`src/rtl/mux4_scan_ctrl_if.sv`:
```
// Bundle between mux4_scan_ctrl and its neighbours: mux4 select/sample and the word handshake.
// MUX4_SCAN_PARITY_EN adds word_par alongside word.
interface mux4_scan_ctrl_if;
  logic       en;
  logic       mux_o;
  logic       sel_j;
  logic       sel_k;
  logic [3:0] word;
  logic       word_valid;
  logic       word_ready;
  logic       busy;
`ifdef MUX4_SCAN_PARITY_EN
  logic       word_par;

  modport master (
    input  en, mux_o, word_ready,
    output sel_j, sel_k, word, word_valid, busy, word_par
  );

  modport slave (
    output en, mux_o, word_ready,
    input  sel_j, sel_k, word, word_valid, busy, word_par
  );
`else
  modport master (
    input  en, mux_o, word_ready,
    output sel_j, sel_k, word, word_valid, busy
  );

  modport slave (
    output en, mux_o, word_ready,
    input  sel_j, sel_k, word, word_valid, busy
  );
`endif
endinterface

```
`src/rtl/mux4_scan_ctrl.sv`:
```
// Sweeps mux4 select through channels 0..3, samples each after DWELL cycles, hands the 4-bit word downstream.
// MUX4_SCAN_PARITY_EN adds a registered even-parity bit (word_par) loaded with word.
//
// state | meaning
// IDLE  | not scanning, sel=00
// SCAN  | stepping channels, dwell counting, sampling
// HOLD  | word_valid high, waiting for word_ready, sel=00
module mux4_scan_ctrl #(
  parameter int unsigned DWELL = 2
) (
  input logic              clk,
  input logic              rst,
  mux4_scan_ctrl_if.master bus
);

  localparam int unsigned     CNT_W    = (DWELL > 1) ? $clog2(DWELL) : 1;
  localparam logic [CNT_W-1:0] CNT_LAST = CNT_W'(DWELL - 1);

  typedef enum logic [1:0] {
    ST_IDLE = 2'd0,
    ST_SCAN = 2'd1,
    ST_HOLD = 2'd2
  } state_t;

  state_t           state_q, state_d;
  logic [1:0]       idx_q, idx_d;
  logic [CNT_W-1:0] cnt_q, cnt_d;
  logic [2:0]       buf_q, buf_d;
  logic [3:0]       word_q, word_d;
  logic             valid_q, valid_d;
`ifdef MUX4_SCAN_PARITY_EN
  logic             par_q, par_d;
`endif

  always_ff @(posedge clk or posedge rst) begin
    if (rst) begin
      state_q <= ST_IDLE;
      idx_q   <= 2'd0;
      cnt_q   <= '0;
      buf_q   <= 3'd0;
      word_q  <= 4'd0;
      valid_q <= 1'b0;
`ifdef MUX4_SCAN_PARITY_EN
      par_q   <= 1'b0;
`endif
    end else begin
      state_q <= state_d;
      idx_q   <= idx_d;
      cnt_q   <= cnt_d;
      buf_q   <= buf_d;
      word_q  <= word_d;
      valid_q <= valid_d;
`ifdef MUX4_SCAN_PARITY_EN
      par_q   <= par_d;
`endif
    end
  end

  always_comb begin
    state_d = state_q;
    idx_d   = idx_q;
    cnt_d   = cnt_q;
    buf_d   = buf_q;
    word_d  = word_q;
    valid_d = valid_q;
`ifdef MUX4_SCAN_PARITY_EN
    par_d   = par_q;
`endif
    case (state_q)
      ST_IDLE: begin
        if (bus.en) begin
          state_d = ST_SCAN;
          idx_d   = 2'd0;
          cnt_d   = '0;
          buf_d   = 3'd0;
        end
      end
      ST_SCAN: begin
        if (!bus.en) begin
          state_d = ST_IDLE;
          idx_d   = 2'd0;
          cnt_d   = '0;
          buf_d   = 3'd0;
        end else if (cnt_q != CNT_LAST) begin
          cnt_d = cnt_q + 1'b1;
        end else begin
          cnt_d = '0;
          case (idx_q)
            2'd0: buf_d[0] = bus.mux_o;
            2'd1: buf_d[1] = bus.mux_o;
            2'd2: buf_d[2] = bus.mux_o;
            default: buf_d = buf_q;
          endcase
          if (idx_q != 2'd3) begin
            idx_d = idx_q + 2'd1;
          end else begin
            // Channel 3 goes straight into word; the buffer only holds 0..2.
            word_d  = {bus.mux_o, buf_q};
            valid_d = 1'b1;
            idx_d   = 2'd0;
            state_d = ST_HOLD;
`ifdef MUX4_SCAN_PARITY_EN
            par_d   = ^{bus.mux_o, buf_q};
`endif
          end
        end
      end
      ST_HOLD: begin
        if (valid_q && bus.word_ready) begin
          valid_d = 1'b0;
          idx_d   = 2'd0;
          cnt_d   = '0;
          buf_d   = 3'd0;
          state_d = bus.en ? ST_SCAN : ST_IDLE;
        end
      end
      default: begin
        state_d = ST_IDLE;
        idx_d   = 2'd0;
        cnt_d   = '0;
        buf_d   = 3'd0;
        valid_d = 1'b0;
      end
    endcase
  end

  assign bus.sel_j      = idx_q[1];
  assign bus.sel_k      = idx_q[0];
  assign bus.word       = word_q;
  assign bus.word_valid = valid_q;
  assign bus.busy       = (state_q != ST_IDLE);
`ifdef MUX4_SCAN_PARITY_EN
  assign bus.word_par   = par_q;
`endif

endmodule

```
`src/flat_wrapper.sv`:
```
// flat-port wrapper written by rule: the top's interface ports become plain ports
module mux4_scan_ctrl_flat 
#(
  parameter int unsigned DWELL = 2
)
  (clk, rst, bus_en, bus_mux_o, bus_word_ready, bus_sel_j, bus_sel_k, bus_word, bus_word_valid, bus_busy);
  mux4_scan_ctrl_if bus_i ();
  input logic clk;
  input logic rst;
  input wire logic [$bits(bus_i.en)-1:0] bus_en;
  input wire logic [$bits(bus_i.mux_o)-1:0] bus_mux_o;
  input wire logic [$bits(bus_i.word_ready)-1:0] bus_word_ready;
  output wire logic [$bits(bus_i.sel_j)-1:0] bus_sel_j;
  output wire logic [$bits(bus_i.sel_k)-1:0] bus_sel_k;
  output wire logic [$bits(bus_i.word)-1:0] bus_word;
  output wire logic [$bits(bus_i.word_valid)-1:0] bus_word_valid;
  output wire logic [$bits(bus_i.busy)-1:0] bus_busy;
  assign bus_i.en = bus_en;
  assign bus_i.mux_o = bus_mux_o;
  assign bus_i.word_ready = bus_word_ready;
  assign bus_sel_j = bus_i.sel_j;
  assign bus_sel_k = bus_i.sel_k;
  assign bus_word = bus_i.word;
  assign bus_word_valid = bus_i.word_valid;
  assign bus_busy = bus_i.busy;
  mux4_scan_ctrl #(.DWELL(DWELL)) u_core (.clk(clk), .rst(rst), .bus(bus_i));
endmodule
```
`config.mk`:
```
export PLATFORM = sky130hd
export DESIGN_NAME = mux4_scan_ctrl_flat
export DESIGN_NICKNAME = d
export VERILOG_FILES = /design/src/rtl/mux4_scan_ctrl_if.sv /design/src/rtl/mux4_scan_ctrl.sv /design/src/flat_wrapper.sv
export SDC_FILE = /design/constraint.sdc
export NUM_CORES = 1
export LEC_CHECK = 0
export ABC_AREA = 0
export CAP_MARGIN = 20
export CORE_UTILIZATION = 48
export CTS_BUF_LIST = sky130_fd_sc_hd__clkbuf_4 sky130_fd_sc_hd__clkbuf_8 sky130_fd_sc_hd__clkbuf_16
export DETAILED_ROUTE_END_ITERATION = 6
export GPL_ROUTABILITY_DRIVEN = 0
export PLACE_DENSITY = 0.86
export SKIP_CTS_REPAIR_TIMING = 1
export SYNTH_ARGS = -nofsm -noshare
export SYNTH_HDL_FRONTEND = slang
export SYNTH_SLANG_ARGS = --single-unit
```
`constraint.sdc`:
```
create_clock -name clk -period 1.9 [get_ports clk]
set_input_delay 0.19 -clock clk [delete_from_list [all_inputs] [get_ports clk]]
set_output_delay 0.19 -clock clk [all_outputs]
set_load 0.01 [all_outputs]
```
==> results of run 1 <==
metrics by stage:
step	total power, mW	hold slack (ns)	setup WS (ns)	utilization, %
CTS	0.572	0.240	0.184	70.7
finish	0.569	0.232	0.192	70.7
detailed placement	0.389	0.499	0.281	68.2
global placement	0.385	0.493	0.308	68.2
floorplan	0.348	0.0670	0.511	-
global route	0.598	0.286	0.120	70.7
state kept, by name, indices dropped and copies added (netlist names):
register and count:
u_core.bus.word_valid 1, u_core.bus.word 4, u_core.state_q 2, u_core.buf_q 3, u_core.cnt_q 1, u_core.idx_q 2
Yosys cell counts:
cell type,n,area share (%)
a21oi_1,2,1.6
or2_2,1,0.97
nand3_1,1,0.77
dfrtp_1,13,50
o22a_1,1,1.4
nor2_1,5,2.9
o21ai_0,1,0.77
a21o_1,1,1.2
and3b_1,1,1.4
o22a_2,1,1.6
inv_1,5,2.9
o21bai_1,1,1.2
mux2_2,6,10
nand2_1,3,1.7
ha_1,4,7.8
a31oi_1,1,0.97
a221o_1,3,4.7
nand3b_1,1,1.2
nor3b_1,3,3.5
o21a_1,1,1.2
nor2_4,1,1.7
routing by layer:
layer  up-vias  share of wire [%]  global-route usage, %
met3         4                4.2                   5.20
met4         0                2.1                   12.9
met5         -                  0                      0
met1       238                 43                   26.2
met2        11                 51                   35.4
li1        236                  -                      -
worst min-delay path by stage:
stage	from	endpoint	slack, ns	cells after the start
final	rst	u_core.bus.word_valid	0.23	2
after floorplan	rst	u_core.buf_q[0]	0.07	1
after detailed placement	u_core.bus.word[2]	u_core.bus.word[2]	0.50	1
after global placement	u_core.bus.word[0]	u_core.bus.word[0]	0.49	1
after global routing	rst	u_core.bus.word_valid	0.29	2
after CTS	rst	u_core.bus.word_valid	0.24	2
layout make-up:
type	instances	share of cell area [%]
Clock buffer	4	3.63
Inverter	5	2.27
Multi-Input combinational cell	38	36.4
Sequential cell	13	39.3
Tap cell	14	2.11
Timing Repair Buffer	14	16.3
report_power, final:
part | internal, mW | switching [mW]
Clock | 0.0958 | 0.0910
Combinational | 0.0430 | 0.0377
Sequential | 0.287 | 0.0142
cells in the final DEF (no fill, tap or decap):
| cell type | instances |
|---|---|
| o21a_1 | 1 |
| nand3b_1 | 1 |
| o22a_2 | 1 |
| a31oi_1 | 1 |
| nand3_1 | 1 |
| o21ai_0 | 1 |
| buf_4 | 2 |
| o22a_1 | 1 |
| a21oi_1 | 2 |
| o21bai_1 | 1 |
| or2_2 | 1 |
| clkdlybuf4s50_1 | 12 |
| mux2_2 | 6 |
| clkbuf_4 | 4 |
| ha_1 | 4 |
| nand2_1 | 3 |
| dfrtp_1 | 13 |
| a21o_1 | 1 |
| inv_1 | 5 |
| nor2_1 | 5 |
| and3b_1 | 1 |
| nor3b_1 | 3 |
| a221o_1 | 3 |
| nor2_4 | 1 |
kinds of logic after synthesis:
kind of cell,after synthesis
fa+ha+maj,4
buf+inv,5
mux,6
simple gates,16
flops,13
compound gates,12
==> impl_metrics.csv, run 1 <==
group,metric,value,unit
drt,first_pass_iters,3,
sta,setup_viol,0,
critical_path,slowest_delay,0.47,ns
clocking,cts_buffers,3,
critical_path,crit_family,"buffers and inverters",
clocking,root_buffer,"clkbuf_4",
critical_path,crit_slowest_cell,"clkdlybuf4s50_1",
pwr,powerDensity,687,nW/um^2
critical_path,r2r_slack,0.50,ns
critical_path,start_kind,"flop",
placement,place_area,798,sq um
synthesis,synth_adder_area_share,7.75,%
placement,numPortBuffers,12,
sta,tns,0,ns
critical_path,crit_chain,"or2_2, clkdlybuf4s50_1",
flow_run,maxCapViolations,0,
cells_and_area,seqCellArea,325,sq um
drt,finalWirelength,1.21,mm
drt,ant_nets,0,
clocking,clkSinkCount,13,
synthesis,muxShareOfSynthArea,10.5,%
global_route,grt_pass1_wl,2.10,mm
sta,rsz0062_at_grt,"false",
floorplanning,rows,12,
global_route,antenna_found_initial,0,
sta,fin_crit_sh,89.9,%
global_route,grt_pass1_vias,471,
critical_path,crit_path_max_fanout,8,
synthesis,synth_xor_area_share,0,%
synthesis,ys_ff_latch,13,
synthesis,syn_inst,56,
critical_path,worstRegToRegCells,3,
critical_path,endpoint_kind,"output pin",
sta,fmax,586,MHz
floorplanning,die-area,1500,sq um
synthesis,synth.distinct_cells,21,
cells_and_area,n_antenna_cell,0,
floorplanning,io_pins,13,
sta,worstMarginPinSlew,0.494,ns
clocking,h-tree-depth,1,
sta,slew_headroom,67.1,%
critical_path,arrival,1.52,ns
critical_path,worstReg2RegEnd,"u_core.buf_q[0]",
floorplanning,fp.coreArea,1170,sq um
cells_and_area,fill_cells,99,
clocking,tritoncts,"built",
clocking,path_clk_slew,0.08,ns
synthesis,synth-warning-count,0,
cells_and_area,area_growth,28.3,%
floorplanning,die_y,38.7,microns
placement,post-place-cells,84,
critical_path,critPathLaunch,"u_core.state_q[1]",
global_route,grt_max_degree,14,
sta,hold_viol_final,0,
floorplanning,die_x,38.7,microns
drt,first_iter_violations,7,
cells_and_area,fin_cells,88,
synthesis,synth-compound-area-share,14.3,%
synthesis,synth_simple_gate_area_share,14.1,%
global_route,grt-ovfl-total,0,
critical_path,cp.depth,2,
placement,dpl.hpwl,929,microns
cells_and_area,fin_area,828,sq um
drt,vias,489,
cells_and_area,multi_input_area,302,sq um
drt,drc,0,
critical_path,crit_end,"bus_busy",
floorplanning,start_util,55.1,%
critical_path,timing_worst_setup_path_type,"reg2out",
synthesis,yosysSeqAreaShare,50.4,%
global_route,grtUsageTotal,21.9,%
pwr,peakVddDrop,0.425,mV
clocking,cts_buffer_depth,2,
drt,wl_per_cell,13.8,microns
cells_and_area,layout-drive-gt1-share,20.3,%
critical_path,cp_num_buf_inv,1,
pwr,p_leak,0.386,nW
synthesis,netlist_area,646,sq um
synthesis,synth_top_family_by_area,"compound AO/OA/AOI/OAI gates",
sta,fin_crit,1.71,ns
run_status,status,"complete, no violations",
sta,clock-skew-final,0.00150,ns
cells_and_area,num-nets-final,84,
critical_path,r2r_start,"u_core.state_q[0]",
drt,via_per_inst,5.56,
synthesis,synth_nets,65,
sta,slew_viol_final,0,
clocking,clk_latency,0.28,ns
synthesis,syn_area_per_cell,11.5,sq um
min_path,hold_path_class,"in2async",
critical_path,cp_data_required_time,1.71,ns
Power figures use the tool's default switching activity.
==> inputs of run 2 (changes only) <==
CORE_MARGIN = 10   (was default)
SETUP_SLACK_MARGIN = 0.3   (was default)
==> run 2 against run 1 <==
  * Combinational power shrank 2%
  * Non-clock buffer count unchanged
  * Power barely moved
  * Sequential share of layout area is 0.086 points lower
  * Wire length increased by 3.2%
  * Core utilization shrank 5.9 points
  * Final area grew 0.60%
  * Sequential cell count unchanged
  * Global-route usage down 13 points
  * Critical path depth is 1 lower
==> impl_metrics.csv, run 2 (synthesized netlist as in run 1, its figures left out) <==
group,metric,value,unit
global_route,grt_pass1_wl,2.15,mm
critical_path,crit_path_max_fanout,6,
drt,vias,489,
global_route,antenna_found_initial,0,
sta,hold_viol_final,0,
critical_path,cp_num_buf_inv,1,
drt,first_iter_violations,1,
global_route,grt_pass1_vias,480,
critical_path,timing_worst_setup_path_type,"reg2out",
drt,via_per_inst,5.49,
cells_and_area,layout-drive-gt1-share,21.6,%
pwr,total_power,569,uW
critical_path,slowest_delay,0.57,ns
floorplanning,io_pins,13,
sta,fmax,677,MHz
placement,dpl.hpwl,948,microns
critical_path,endpoint_kind,"output pin",
cells_and_area,layout_commonest_cell,"dfrtp_1",
flow_run,maxCapViolations,0,
clocking,path_clk_slew,0.08,ns
sta,fin_crit,1.48,ns
cells_and_area,fin_cells,89,
critical_path,cp_data_required_time,1.71,ns
floorplanning,die-area,3210,sq um
global_route,grtUsageTotal,8.53,%
cells_and_area,largest_reg_flops,4,
sta,setup_viol,0,
sta,slew_headroom,67.9,%
drt,ant_nets,0,
pwr,peakVddDrop,0.436,mV
floorplanning,start_util,50.2,%
run_status,status,"complete, no violations",
pwr,p_leak,0.393,nW
sta,clock-skew-final,0.00219,ns
global_route,grt_max_degree,14,
clocking,cts_buffer_depth,2,
cells_and_area,fin_area,833,sq um
drt,drc,0,
pwr,powerDensity,683,nW/um^2
global_route,grt-ovfl-total,0,
floorplanning,die_y,56.7,microns
cells_and_area,num-nets-final,84,
clocking,h-tree-depth,1,
min_path,hold_path_class,"in2async",
sta,tns,0,ns
placement,numPortBuffers,12,
floorplanning,die_x,56.7,microns
critical_path,crit_slowest_cell,"clkdlybuf4s50_1",
critical_path,arrival,1.29,ns
clocking,root_buffer,"clkbuf_4",
drt,finalWirelength,1.25,mm
placement,place_area,800,sq um
sta,rsz0062_at_grt,"false",
clocking,cts_buffers,3,
sta,worstMarginPinSlew,0.482,ns
critical_path,crit_family,"buffers and inverters",
sta,fin_crit_sh,77.7,%
drt,first_pass_iters,2,
clocking,clk_latency,0.28,ns
critical_path,crit_chain,"clkdlybuf4s50_1",
floorplanning,fp.coreArea,1280,sq um
drt,wl_per_cell,14.1,microns
cells_and_area,final_cell_mix,"dfrtp_1 (12), clkdlybuf4s50_1 (11), mux2_2 (6)",
sta,slew_viol_final,0,
cells_and_area,n_antenna_cell,0,
placement,post-place-cells,85,
clocking,clkSinkCount,13,
critical_path,start_kind,"flop",
floorplanning,rows,13,
clocking,tritoncts,"built",
cells_and_area,area_growth,29.1,%
[run 2: cell count changes in the layout (fill, tap and decap cells not counted), sizes merged]
cell           delta
dlymetal6s2s      +1
clkdlybuf4s50     -1
[run 2: layout make-up]
type	instances	area, sq um
fillers	110	452
flip-flops and latches	13	327
multi-input cells	38	302
repair buffers	14	138
clock buffers	4	30.0
inverters	5	18.8
well taps	15	18.8
[run 2: worst paths after layout]
check                                      to  slack [ns]  depth (start not counted)               start
hold / removal             u_core.bus.word[2]        0.22                          2                 rst
hold reg to reg            u_core.bus.word[1]        0.51                          1  u_core.bus.word[1]
setup reg to reg              u_core.buf_q[0]        0.49                          3   u_core.state_q[0]
min in group clk           u_core.bus.word[1]        0.51                          1  u_core.bus.word[1]
max in group asynchronous   u_core.state_q[1]        1.33                          2                 rst
setup / recovery                    bus_sel_k        0.42                          1     u_core.idx_q[0]
[run 2: report_power, final]
| part | switching, mW | leakage, nW | internal [mW] |
|---|---|---|---|
| Combinational | 0.0371 | 0.200 | 0.0423 |
| Sequential | 0.0136 | 0.175 | 0.287 |
| Clock | 0.0927 | 0.0184 | 0.0959 |
| Total | 0.143 | 0.393 | 0.426 |
[run 2: per-stage QoR]
stage | setup slack [ns] | hold slack, ns | util [%]
CTS | 0.180 | 0.236 | 64.6
global placement | 0.318 | 0.497 | 62.2
finish | 0.423 | 0.218 | 64.8
floorplan | 0.511 | 0.0670 | -
global route | 0.361 | 0.272 | 64.8
detailed placement | 0.282 | 0.500 | 62.2
[run 2: metal layers]
metal	routed length, microns	part of all wire, %	GRT usage (%)	vias up
met2	513	41	12.2	14
met5	0	0	0	-
met4	43	3.4	7.22	0
met3	114	9.1	4.04	5
li1	-	-	-	235
met1	580	46	9.16	235
